==> src/rtl/mips_pkg.sv <==
// Shared definitions for the MIPS pipeline: memory option codes and the machine word type.
package mips_pkg;

    typedef logic [31:0] word_t;
    typedef logic [3:0]  mem_op_t;

    localparam mem_op_t MEMOP_LW  = 4'b0010;
    localparam mem_op_t MEMOP_LWL = 4'b0011;
    localparam mem_op_t MEMOP_LWR = 4'b0101;
    localparam mem_op_t MEMOP_LB  = 4'b0110;
    localparam mem_op_t MEMOP_LBU = 4'b0111;
    localparam mem_op_t MEMOP_LH  = 4'b1000;
    localparam mem_op_t MEMOP_LHU = 4'b1001;

endpackage

==> src/rtl/load_align.sv <==
// Combinational load-result alignment; merges lwl/lwr with the old rt value, others pass through.
module load_align
    import mips_pkg::*;
(
    input  mem_op_t    mem_op,
    input  logic [1:0] k,
    input  word_t      mem_rdata,
    input  word_t      rt_old,
    output word_t      load_val
);

    always_comb begin
        load_val = mem_rdata;
        case (mem_op)
            // Unaligned-left: memory supplies the upper 4-k bytes.
            MEMOP_LWL: begin
                unique case (k)
                    2'd0: load_val = mem_rdata;
                    2'd1: load_val = {mem_rdata[31:8], rt_old[7:0]};
                    2'd2: load_val = {mem_rdata[31:16], rt_old[15:0]};
                    2'd3: load_val = {mem_rdata[31:24], rt_old[23:0]};
                endcase
            end
            // Unaligned-right: memory supplies the lower k+1 bytes.
            MEMOP_LWR: begin
                unique case (k)
                    2'd0: load_val = {rt_old[31:8], mem_rdata[7:0]};
                    2'd1: load_val = {rt_old[31:16], mem_rdata[15:0]};
                    2'd2: load_val = {rt_old[31:24], mem_rdata[23:0]};
                    2'd3: load_val = mem_rdata;
                endcase
            end
            default: load_val = mem_rdata;
        endcase
    end

endmodule

==> src/rtl/mem_wb_stage.sv <==
// MEM/WB pipeline register: aligns load data, registers write-back controls, counts retirements.
module mem_wb_stage
    import mips_pkg::*;
#(
    parameter int unsigned RETIRE_W = 32
) (
    input  logic                clk,
    input  logic                rst,
    input  logic                stall,
    input  logic                flush,
    input  logic                mem_valid,
    input  word_t               mem_rdata,
    input  word_t               alu_result,
    input  word_t               rt_old,
    input  mem_op_t             mem_op,
    input  logic                mem_to_reg,
    input  logic                reg_write,
    input  logic [4:0]          write_reg,
    output logic                wb_valid,
    output logic                wb_reg_write,
    output logic [4:0]          wb_reg,
    output word_t               wb_data,
    output logic [RETIRE_W-1:0] retired
);

    word_t load_val;
    word_t cap_data;
    logic  cap_we;

    load_align u_load_align (
        .mem_op    (mem_op),
        .k         (alu_result[1:0]),
        .mem_rdata (mem_rdata),
        .rt_old    (rt_old),
        .load_val  (load_val)
    );

    assign cap_data = mem_to_reg ? load_val : alu_result;
    // $0 is hardwired to zero, so never enable a write to it.
    assign cap_we   = reg_write & mem_valid & (write_reg != 5'd0);

    always_ff @(posedge clk or posedge rst) begin
        if (rst) begin
            wb_valid     <= 1'b0;
            wb_reg_write <= 1'b0;
            wb_reg       <= 5'd0;
            wb_data      <= '0;
            retired      <= '0;
        end else if (flush) begin
            wb_valid     <= 1'b0;
            wb_reg_write <= 1'b0;
            wb_reg       <= 5'd0;
            wb_data      <= '0;
        end else if (!stall) begin
            wb_valid     <= mem_valid;
            wb_reg_write <= cap_we;
            wb_reg       <= write_reg;
            wb_data      <= cap_data;
            retired      <= retired + RETIRE_W'(mem_valid);
        end
    end

endmodule

==> config.mk <==
export PLATFORM = sky130hd
export DESIGN_NAME = mem_wb_stage
export DESIGN_NICKNAME = d
export VERILOG_FILES = /design/src/rtl/mips_pkg.sv /design/src/rtl/load_align.sv /design/src/rtl/mem_wb_stage.sv
export SDC_FILE = /design/constraint.sdc
export NUM_CORES = 1
export LEC_CHECK = 0
export BUFFER_PORTS_ARGS = -buffer_cell sky130_fd_sc_hd__buf_4
export CAP_MARGIN = 25
export CELL_PAD_IN_SITES_DETAIL_PLACEMENT = 0
export CELL_PAD_IN_SITES_GLOBAL_PLACEMENT = 2
export CORE_ASPECT_RATIO = 1.25
export CORE_MARGIN = 4
export CORE_UTILIZATION = 25
export DETAILED_ROUTE_END_ITERATION = 12
export PLACE_DENSITY = 0.81
export SLEW_MARGIN = 20
export SYNTH_ARGS = -nofsm -noshare
export SYNTH_HDL_FRONTEND = slang
export SYNTH_SLANG_ARGS = --single-unit
==> constraint.sdc <==
create_clock -name clk -period 3 [get_ports clk]
set_clock_uncertainty 0.1 [all_clocks]
set_input_delay 0.3 -clock clk [delete_from_list [all_inputs] [get_ports clk]]
set_output_delay 0.3 -clock clk [all_outputs]
set_load 0.01 [all_outputs]
==> flow_metrics.tcl <==
set metrics [dict create \
    worst_pin_slew_ns 0.761 \
    min_period_ns 2.20 \
    final_core_util_pct 38.8 \
    first_global_vias 3728 \
    ys_seq_elements 71 \
    portBuffers 182 \
    synth_area_leaders "dfrtp_1 47%, mux2i_1 5.9%, o21ai_0 5.3%" \
    clk_latency_ns 0.33 \
    final_cell_mix "186 x buf_4, 71 x dfrtp_1, 40 x o21ai_0" \
    die_h_um 145 \
    drive_gt1_share_pct 39.2 \
    fin_crit_sh_pct 73.2 \
    cts_hold_buf 0 \
    power_frac_clock_pct 43.9 \
    grt_overflow 0 \
    power.density_nw_per_um2 496 \
    cts-root-buf "clkbuf_16" \
    area_delta_synth_final_pct 50.4 \
    start_kind "flop" \
    synth_ff_type "dfrtp_1" \
    cts.clk_slew.worst_paths_ns 0.06 \
    synth_top_area_cell "dfrtp_1" \
    crit_fanout 16 \
    first_pass_iters 4 \
    cts.sinks 71 \
    vdd_drop_max_mv 0.236 \
    critPathCaptureType "flop" \
    synth_area_um2 3760 \
    yosysWarnings 0 \
    rsz0062_at_grt "no" \
    p_leak_nw 2.80 \
    synth_edf_count 0 \
    ios 183 \
    setup_violations 0 \
    mostFrequentLayoutCell "buf_4" \
    fin_nets 663 \
    wirelength_um 12800 \
    track_usage_pct 15.0 \
    cts_resized 0 \
    antenna_found_initial 0 \
    reg2reg_slack_ns 0.80 \
    yosysSeqAreaShare_pct 47.3 \
    netlist.area_leader.share_pct 47.3 \
    initial_core_util_pct 25.8 \
    violations "hold timing" \
    crit_type "flop to flop" \
    die_x_um 118 \
    worstPathArrival_ns 2.35 \
    cts_setup_buffers 0 \
    drt_iter0_drc 155 \
    cts_max_path_buffers 2 \
    cts_buffers 9 \
    diodes 0 \
    grt_pass1_wl_um 20700 \
    final_hold_viol_count 23 \
    syn_inst 372 \
    status "finished with violations" \
    vias_per_cell 4.94 \
    die-area_um2 17100 \
    core_area_um2 14600 \
    slew_headroom_pct 49.1 \
    synth_area_per_cell_um2 10.1 \
    vias 3613 \
    async_flop_share_pct 100 \
    crit_path_start "retired[4]" \
    switchingPower_w 0.000710 \
    finalSetupTns_ns 0 \
    report.final.slew_viol_count 0 \
    rows 49 \
    critical_path_required_ns 3.15 \
    routedWlPerCell_um 17.5 \
    htree_levels 3 \
    synth_nets 486 \
    power_frac_seq_pct 38.7 \
    p_sw_share_pct 25.3 \
    holdWs_ns -0.0132 \
    fmax_mhz 455 \
    place_congestion 0.784 \
    ant_nets 0 \
    min_path_type "input port to asynchronous set/reset pin" \
    reg2regPathDepth 4 \
    r2r_end "retired[27]" \
    max_cap_viol_count 0 \
    comb_power_share_pct 17.4 \
    internal-power_w 0.00210 \
    dp_hpwl_um 9590 \
    r2r-start "retired[4]" \
    drc 0 \
    grt_start_max_net_pins 50 \
    ys_types 40 \
    cts_tree "done" \
    fillCellCount 1453 \
]
[per-layer routing]
metal / share of wire (%) / GRT usage, %
met4: 1.4 / 4.69
met5: 0 / 0
met3: 8.6 / 5.45
met2: 46 / 23.1
met1: 44 / 19.5
[worst max path at each step]
stage / slack, ns / endpoint
2_1_floorplan: 0.80 / retired[0]
3_3_place_gp: 0.82 / retired[27]
3_5_place_dp: 0.76 / retired[27]
4_1_cts: 0.80 / retired[27]
5_1_grt: 0.52 / retired[27]
6_report: 0.80 / retired[27]
[stage by stage]
step	setup slack [ns]	cells	area (um^2)	power (W)	hold WS, ns
2_1_floorplan	0.803	372	3760	0.00130	0.353
3_3_place_gp	0.821	716	5320	0.00159	0.361
3_5_place_dp	0.763	716	5320	0.00160	0.359
4_1_cts	0.796	731	5660	0.00285	0.00172
5_1_grt	0.521	731	5660	0.00294	0.0416
6_report	0.803	731	5660	0.00281	-0.0132
[final cells by class]
type                    count  area, um^2  share of cell area [%]
clock buffers              10         229                    4.05
clock inverters             5         108                    1.90
inverters                  13        48.8                   0.863
multi-input cells         267        1860                    32.8
flip-flops and latches     71        1780                    31.4
well taps                 178         223                    3.94
repair buffers            187        1420                    25.0
[cell usage after synthesis, drive strengths merged (3+ instances only)]
cell     number
a2111oi      16
a21o          8
a21oi         3
a31oi         8
and3          5
and4          5
clkbuf       19
dfrtp        71
inv          12
mux2i        22
nand2        13
nand3        17
nand3b        7
nand4         6
nor2         27
nor3         25
nor4          7
o211a         8
o21ai        40
xnor2        10
xor2         20
[power by group through the flow]
stage	combinational [W]	clock (W)	sequential, W
2_1_floorplan	0.000185	0	0.00112
3_5_place_dp	0.000498	0	0.00110
4_1_cts	0.000498	0.00126	0.00109
5_1_grt	0.000539	0.00130	0.00110
3_3_place_gp	0.000490	0	0.00110
6_report	0.000488	0.00123	0.00109
[cells by family (layout without fill, tap and decap cells)]
logic type / Yosys count / in the layout / synth area share (%)
flip-flops: 71 / 71 / 47.3
AO/OA/AOI/OAI: 84 / 84 / 16.7
multiplexers: 24 / 24 / 6.46
XOR/XNOR: 30 / 30 / 6.99
AND/OR/NAND/NOR: 127 / 127 / 18.6
adder cells (fa/ha/maj): 2 / 2 / 0.665
buffers and inverters: 34 / 215 / 3.39
[worst max-delay path: stages (launching register included)]
cell and delay (ns):
dfrtp_1 0.43, and4_1 0.30, nand4_1 0.56, nor4b_1 0.55
xor2_1 0.17
Power figures use the tool's default switching activity.
